`src/rtl/char_pixel_gen.sv`:
```
// Text-mode scanline renderer: text RAM column -> char code -> font ROM slice -> serial pixels.
// Latency: first pixel is driven after the 8th tick following line_start; one pixel per tick after that.
// Backpressure: none. pix_en gates every register, so outputs freeze while it is low.
// Optional feature: define CURSOR_BLINK_EN to blink the cursor every BLINK_FRAMES frames.
module char_pixel_gen #(
  parameter int COLS         = 80,
  parameter int BLINK_FRAMES = 16
) (
  input  logic        clk,
  input  logic        reset_n,
  input  logic        pix_en,
  input  logic        line_start,
  input  logic        frame_start,
  input  logic [3:0]  row,
  output logic [6:0]  text_col,
  input  logic [7:0]  char_code,
  output logic [11:0] rom_addr,
  input  logic [7:0]  rom_data,
  input  logic [6:0]  cursor_col,
  input  logic        cursor_en,
  output logic        pixel,
  output logic        pixel_valid
);

  typedef enum logic [1:0] {IDLE, LEAD, ACTIVE} state_t;

  // Compared against text_col before it is incremented, so COLS=128 never wraps early.
  localparam logic [6:0] LAST_COL = 7'(COLS - 1);

  state_t      state, state_nxt;
  logic [2:0]  xpix;
  logic [7:0]  shreg;
  logic        fetch_done;  // last column has been loaded; no further fetches this line
  logic        blink_vis;
  logic        cursor_hit;

`ifdef CURSOR_BLINK_EN
  localparam int BW = (BLINK_FRAMES > 1) ? $clog2(BLINK_FRAMES) : 1;
  localparam logic [BW-1:0] BLINK_LAST = BW'(BLINK_FRAMES - 1);

  logic [BW-1:0] blink_cnt;
  logic          blink_hidden;

  // Count frames; flip the cursor phase each time the count wraps.
  always_ff @(posedge clk or negedge reset_n) begin
    if (!reset_n) begin
      blink_cnt    <= '0;
      blink_hidden <= 1'b0;
    end else if (pix_en && frame_start) begin
      if (blink_cnt == BLINK_LAST) begin
        blink_cnt    <= '0;
        blink_hidden <= ~blink_hidden;
      end else begin
        blink_cnt <= blink_cnt + 1'b1;
      end
    end
  end

  assign blink_vis = ~blink_hidden;
`else
  // Without blinking the cursor is steady and frame_start has no use.
  logic unused_frame_start;
  assign unused_frame_start = frame_start;
  assign blink_vis          = 1'b1;
`endif

  // text_col still names the column being loaded at the load event.
  assign cursor_hit = cursor_en && blink_vis && (text_col == cursor_col);

  // State register.
  always_ff @(posedge clk or negedge reset_n) begin
    if (!reset_n) begin
      state <= IDLE;
    end else if (pix_en) begin
      state <= state_nxt;
    end
  end

  // Next state: line_start always (re)starts; each load event moves to ACTIVE or ends the line.
  always_comb begin
    state_nxt = state;
    if (line_start) begin
      state_nxt = LEAD;
    end else if (state != IDLE && xpix == 3'd7) begin
      state_nxt = fetch_done ? IDLE : ACTIVE;
    end
  end

  // Fetch pipeline and shift register, advanced on ticks only.
  always_ff @(posedge clk or negedge reset_n) begin
    if (!reset_n) begin
      xpix        <= 3'd0;
      text_col    <= 7'd0;
      rom_addr    <= 12'd0;
      shreg       <= 8'd0;
      fetch_done  <= 1'b0;
      pixel_valid <= 1'b0;
    end else if (pix_en) begin
      if (line_start) begin
        xpix        <= 3'd0;
        text_col    <= 7'd0;
        shreg       <= 8'd0;
        fetch_done  <= 1'b0;
        pixel_valid <= 1'b0;
      end else if (state != IDLE) begin
        xpix <= xpix + 3'd1;
        if (xpix == 3'd7) begin
          if (fetch_done) begin
            // Last cell has shown all 8 pixels: close the line.
            text_col    <= 7'd0;
            shreg       <= 8'd0;
            fetch_done  <= 1'b0;
            pixel_valid <= 1'b0;
          end else begin
            shreg       <= rom_data ^ {8{cursor_hit}};
            pixel_valid <= 1'b1;
            if (text_col == LAST_COL) begin
              fetch_done <= 1'b1;
            end else begin
              text_col <= text_col + 7'd1;
            end
          end
        end else begin
          // char_code has had two ticks to settle after text_col moved, even with pix_en stuck high.
          if (xpix == 3'd2 && !fetch_done) begin
            rom_addr <= {char_code, row};
          end
          if (state == ACTIVE) begin
            shreg <= {shreg[6:0], 1'b0};
          end
        end
      end
    end
  end

  // Video output: MSB of the shift register, blanked outside visible cells.
  always_comb begin
    pixel = pixel_valid & shreg[7];
  end

endmodule

```
`config.mk`:
```
export PLATFORM = sky130hd
export DESIGN_NAME = char_pixel_gen
export DESIGN_NICKNAME = d
export VERILOG_FILES = /design/src/rtl/char_pixel_gen.sv
export SDC_FILE = /design/constraint.sdc
export NUM_CORES = 1
export LEC_CHECK = 0
export ABC_AREA = 1
export BUFFER_PORTS_ARGS = -buffer_cell sky130_fd_sc_hd__buf_2
export CORE_ASPECT_RATIO = 1.5
export CORE_MARGIN = 5
export CORE_UTILIZATION = 45
export CTS_CLUSTER_SIZE = 14
export DETAILED_ROUTE_END_ITERATION = 16
export MAX_ROUTING_LAYER = met4
export PLACE_DENSITY = 0.82
export SLEW_MARGIN = 20
export SYNTH_ARGS = -nofsm -noshare
export SYNTH_HDL_FRONTEND = slang
export SYNTH_SLANG_ARGS = --single-unit
```
`constraint.sdc`:
```
create_clock -name clk -period 3 [get_ports clk]
set_clock_uncertainty 0.2 [all_clocks]
set_input_delay 0.15 -clock clk [delete_from_list [all_inputs] [get_ports clk]]
set_output_delay 0.15 -clock clk [all_outputs]
set_load 0.02 [all_outputs]
```
### Yosys cells after proc, flatten, opt, wreduce, memory -nomap -nowiden

Index checks and enable logic that the tools add are counted.

| storage, ports and cells | value |
|---|---|
| word-level logic and storage cells | 58 |
| bits in registers | 34 |
| output and inout port bits | 21 |

| operators by class | value |
|---|---|
| bitwise gates (word level) | 4 |
| reductions and logical operators | 15 |
| mux-type cells | 24 |
| equality and inequality tests | 6 |
| add/sub/neg operators | 2 |

Operator list:

| kind | count |
|---|---|
| $mux 8 | 5 |
| $mux 7 | 5 |
| $mux 1 | 9 |
| $reduce_bool 2->1 | 4 |
| $xor 8x8->8 | 1 |
| $add 7x1->7 const B | 1 |
| $eq 7x7->1 | 1 |
| $eq 7x7->1 const B | 1 |
| $mux 2 | 3 |
| $mux 3 | 2 |
| $reduce_and 3->1 | 2 |
| $reduce_and 5->1 | 1 |
| $reduce_and 2->1 | 2 |
| $reduce_and 4->1 | 1 |
| $add 3x1->3 const B | 1 |
| $eq 3x2->1 const B | 1 |
| $eq 3x3->1 const B | 1 |
| $logic_and 1x1->1 | 3 |
| $ne 3x3->1 const B | 1 |
| $reduce_bool 3->1 | 1 |
| $eq 2x2->1 const B | 1 |
| $not 1->1 | 2 |
| $and 1x1->1 | 1 |
| $logic_not 1->1 | 1 |

### Logic depth before layout (Yosys ltp)

| logic depth | value |
|---|---|
| depth in word-level cells | 7 |
| gate-level depth with buffers | 12 |
| mapped depth without buffers | 12 |

### Worst setup path after synthesis

No wires, ideal clock.

| timing path | value |
|---|---|
| kind | flip-flop to flip-flop |
| start point | register xpix[1] |
| end point | register rom_addr[10] |
| arrival | 1,588 ps |
| path slack | 1,088 ps |
| path buffers | 1 |
| data required time | 2,675 ps |
| period minus slack after synthesis | 1,912 ps |
| stages on the path, launching flop included | 7 |
| path through | dfrtp_1 > ha_1 > ha_1 > nor2_1 > nand4_1 > buf_2 > mux2_2 |

| between the ends | value |
|---|---|
| word-level cells in the longest chain between the ends | 3 |
| elaborated cells between the ends (all ways) | 5 |
| those cells by class | 2 x eq/ne; 1 x bitwise; 2 x reduce/logical |

RTL lines:

| item | line | source |
|---|---|---|
| start, declared | 31 | `logic [2:0] xpix;` |
| start signal, assigned | 106 | `xpix <= xpix + 3'd1;` |
| $eq 3x2->1 or $eq 3x3->1 (tied branches) | 125, 107 |  |
| $logic_and 1x1->1 or $not 1->1 (tied branches) | - |  |
| $reduce_and 5->1 (no source line) * | - |  |
| end signal, assigned | 126 | `rom_addr <= {char_code, row};` |
| end, declared | 17 | `output logic [11:0] rom_addr,` |

Every way passes the cells marked *; elsewhere a longest branch is shown, timed or not.
A chain may end at the register's enable or synchronous reset.

### Worst setup path in the final report

| timing path | value |
|---|---|
| start point | register xpix[1] |
| end point | register rom_addr[9] |

The elaborated chain is that of the path after synthesis.

==> flow_summary_export.csv <==
group,metric,value,unit
clock_network,path_clk_slew,0.06,ns
clock_network,cts-resized-gates,0,
detailed_routing,first_pass_iters,4,
detailed_routing,drtAntennaViolNets,0,
critical_path,reg2reg_to,"rom_addr[9]",
critical_path,rrSetupSlack,0.65,ns
synth,syn_avg_cell_area,7.95,um2
detailed_routing,wl,4160,um
synth,yosysSeqAreaShare,45.8,%
placed_design,placed_cells,329,
critical_path,critPathMaxFanout,12,
sta,max_freq,426,MHz
finish,n_antenna_cell,0,
placed_design,hpwl,3050,um
synth,ys_seq_elements,34,
placed_design,preCtsSetupSlack,0.609,ns
floorplanning,core,3960,um2
synth,synth_warnings,0,
placed_design,placed_area,2160,um2
sta,worst_pin_slew,0.736,ns
detailed_routing,initialDrtViolationCount,80,
critical_path,start_kind,"flip-flop",
power_and_ir_drop,power,1.37,mW
floorplanning,start_util,47.0,%
detailed_routing,drc,0,
floorplanning,die_x,62.5,um
status,status,"complete, no violations",
global_route,antenna_found_initial,0,
finish,nNetsFinal,344,
placed_design,io_buffers,52,
finish,multiInputGateArea,865,um2
power_and_ir_drop,vdd_drop_max,0.000492,V
finish,layout-drive-gt1-share,26.9,%
floorplanning,pin_count,54,
critical_path,reg2regPathDepth,5,
floorplanning,fp-row-count,28,
clock_network,worst_skew_pair.late_latency,0.28,ns
clock_network,numClockSinks,34,
finish,area_growth,30.7,%
finish,layout_common_cells,"84 x nand2_1, 52 x buf_2, 34 x dfrtp_1, 32 x inv_1, 20 x nand3_1",
sta,period_share,78.3,%
critical_path,r2r-start,"xpix[1]",
finish,ff_latch_area,851,um2
finish,fin_cells,353,
detailed_routing,vias,1723,
global_route,grt_usage,17.1,%
sta,worst_slack,0.651,ns
flow_run,cap_viol_max_count,0,
clock_network,cts-buffers-inserted,5,
floorplanning,fp.dieH,88.7,um
sta,rsz0062_at_grt,"no",
global_route,grt_max_degree,35,
sta,whs,0.0766,ns
clock_network,h-tree-depth,2,
global_route,gr-total-overflow,0,
clock_network,clockBufferDepth,2,
finish,final_common_cell,"nand2_1",
power_and_ir_drop,powerDensity,565,nW/um2
finish,postLayoutCoreUtil,61.4,%
detailed_routing,via_per_inst,4.88,
critical_path,cp.arrival,2.31,ns
critical_path,crit_start,"xpix[1]",
synth,synth_area,1860,um2
sta,setup_viol,0,
global_route,first_global_vias,1745,
critical_path,setup.worst_path.class,"reg -> reg",
finish,fill_cells,358,
synth,synth_fp_nets,271,
sta,drv_slew,0,
clock_network,post-cts-setup-buffer-count,0,
synth,synth_cell_types,22,
critical_path,setup.worst_path.end,"rom_addr[9]",
power_and_ir_drop,total_leakage_power,1.37,nW
synth,syn_inst,234,
finish,stdcell_area,2430,um2
clock_network,cts_tree,"done",
sta,relSlewSlack,50.9,%
worst_hold_path,min_path_type,"in -> reg",
sta,hold_viol_final,0,
placed_design,routabilityCongestion,0.783,
sta,tns,0,ns
detailed_routing,wl_per_cell,11.8,um
floorplanning,design.die.area,5540,um2
sta,finalCriticalPeriod,2.35,ns
global_route,grt_pass1_wl,7490,um
clock_network,root_buffer,"clkbuf_8",
critical_path,required,2.96,ns
critical_path,end_kind,"flip-flop",
## sequential cells by signal (all words and copies together) (netlist names)
signal       count
fetch_done       1
pixel_valid      1
rom_addr        12
shreg            8
state            2
text_col         7
xpix             3
## area by class of cell
class | instances | area share [%]
sequential | 34 | 35.0
timing repair buffer | 68 | 17.3
clock buffer | 8 | 4.53
multi-input combinational | 164 | 35.6
inverter | 34 | 5.25
tap | 45 | 2.32
## timing repair
item	in CTS	in global routing
endpoints found under the hold margin	49	0
endpoints found under the setup margin	0	0
hold buffers	16	0
## worst max-delay path, stage by stage (launching register included)
cell and delay, ns:
dfrtp_1 0.41, ha_1 0.20, ha_1 0.20, nor2_1 0.22, nand4_1 0.53, mux2_2 0.47
## cells in the mapped netlist
library cell	n	area share (%)
nand2_4	1	0.61
inv_1	32	6.5
nand2_1	84	17
nor2_2	2	0.67
nor3_1	5	1.3
inv_2	2	0.40
nand3_1	20	5.4
dfrtp_1	34	46
o21ai_0	5	1.3
nor2_1	9	1.8
ha_1	4	2.7
nor2_4	3	1.8
o31ai_1	1	0.40
a21oi_1	4	1.1
a31oi_2	1	0.67
mux2_2	12	7.3
xor2_1	3	1.4
o21ai_1	5	1.3
nand4_1	3	1.0
nand2_2	2	0.67
buf_6	1	0.61
buf_2	1	0.27
## per-layer routing
metal  part of all wire, %  track usage (%)
met1                    41             17.3
met2                    53             31.5
met5                     0                -
met3                   5.4             4.96
met4                   1.5             5.79
## cell families after synthesis
group / share of synthesized area, %
XOR/XNOR: 1.41
multiplexers: 7.27
buffers and inverters: 7.74
adder cells (fa/ha/maj): 2.69
flip-flops: 45.8
AND/OR/NAND/NOR: 30.3
AO/OA/AOI/OAI: 4.84
## power breakdown
| group | switching (mW) | internal (mW) |
|---|---|---|
| clock | 0.157 | 0.232 |
| combinational | 0.225 | 0.158 |
| sequential | 0.0547 | 0.548 |
| total | 0.436 | 0.937 |
## how the worst min path moves through the flow
| stage | start | endpoint | slack [ns] | cells after the start |
|---|---|---|---|---|
| floorplan | reset_n | fetch_done | -0.35 | 0 |
| global route | rom_data[2] | shreg[2] | 0.11 | 6 |
| detailed placement | reset_n | rom_addr[9] | 0.06 | 1 |
| CTS | rom_data[6] | shreg[6] | 0.07 | 6 |
| global placement | reset_n | rom_addr[8] | 0.05 | 1 |
| finish | rom_data[6] | shreg[6] | 0.08 | 6 |
(Power assumes the default switching activity.)
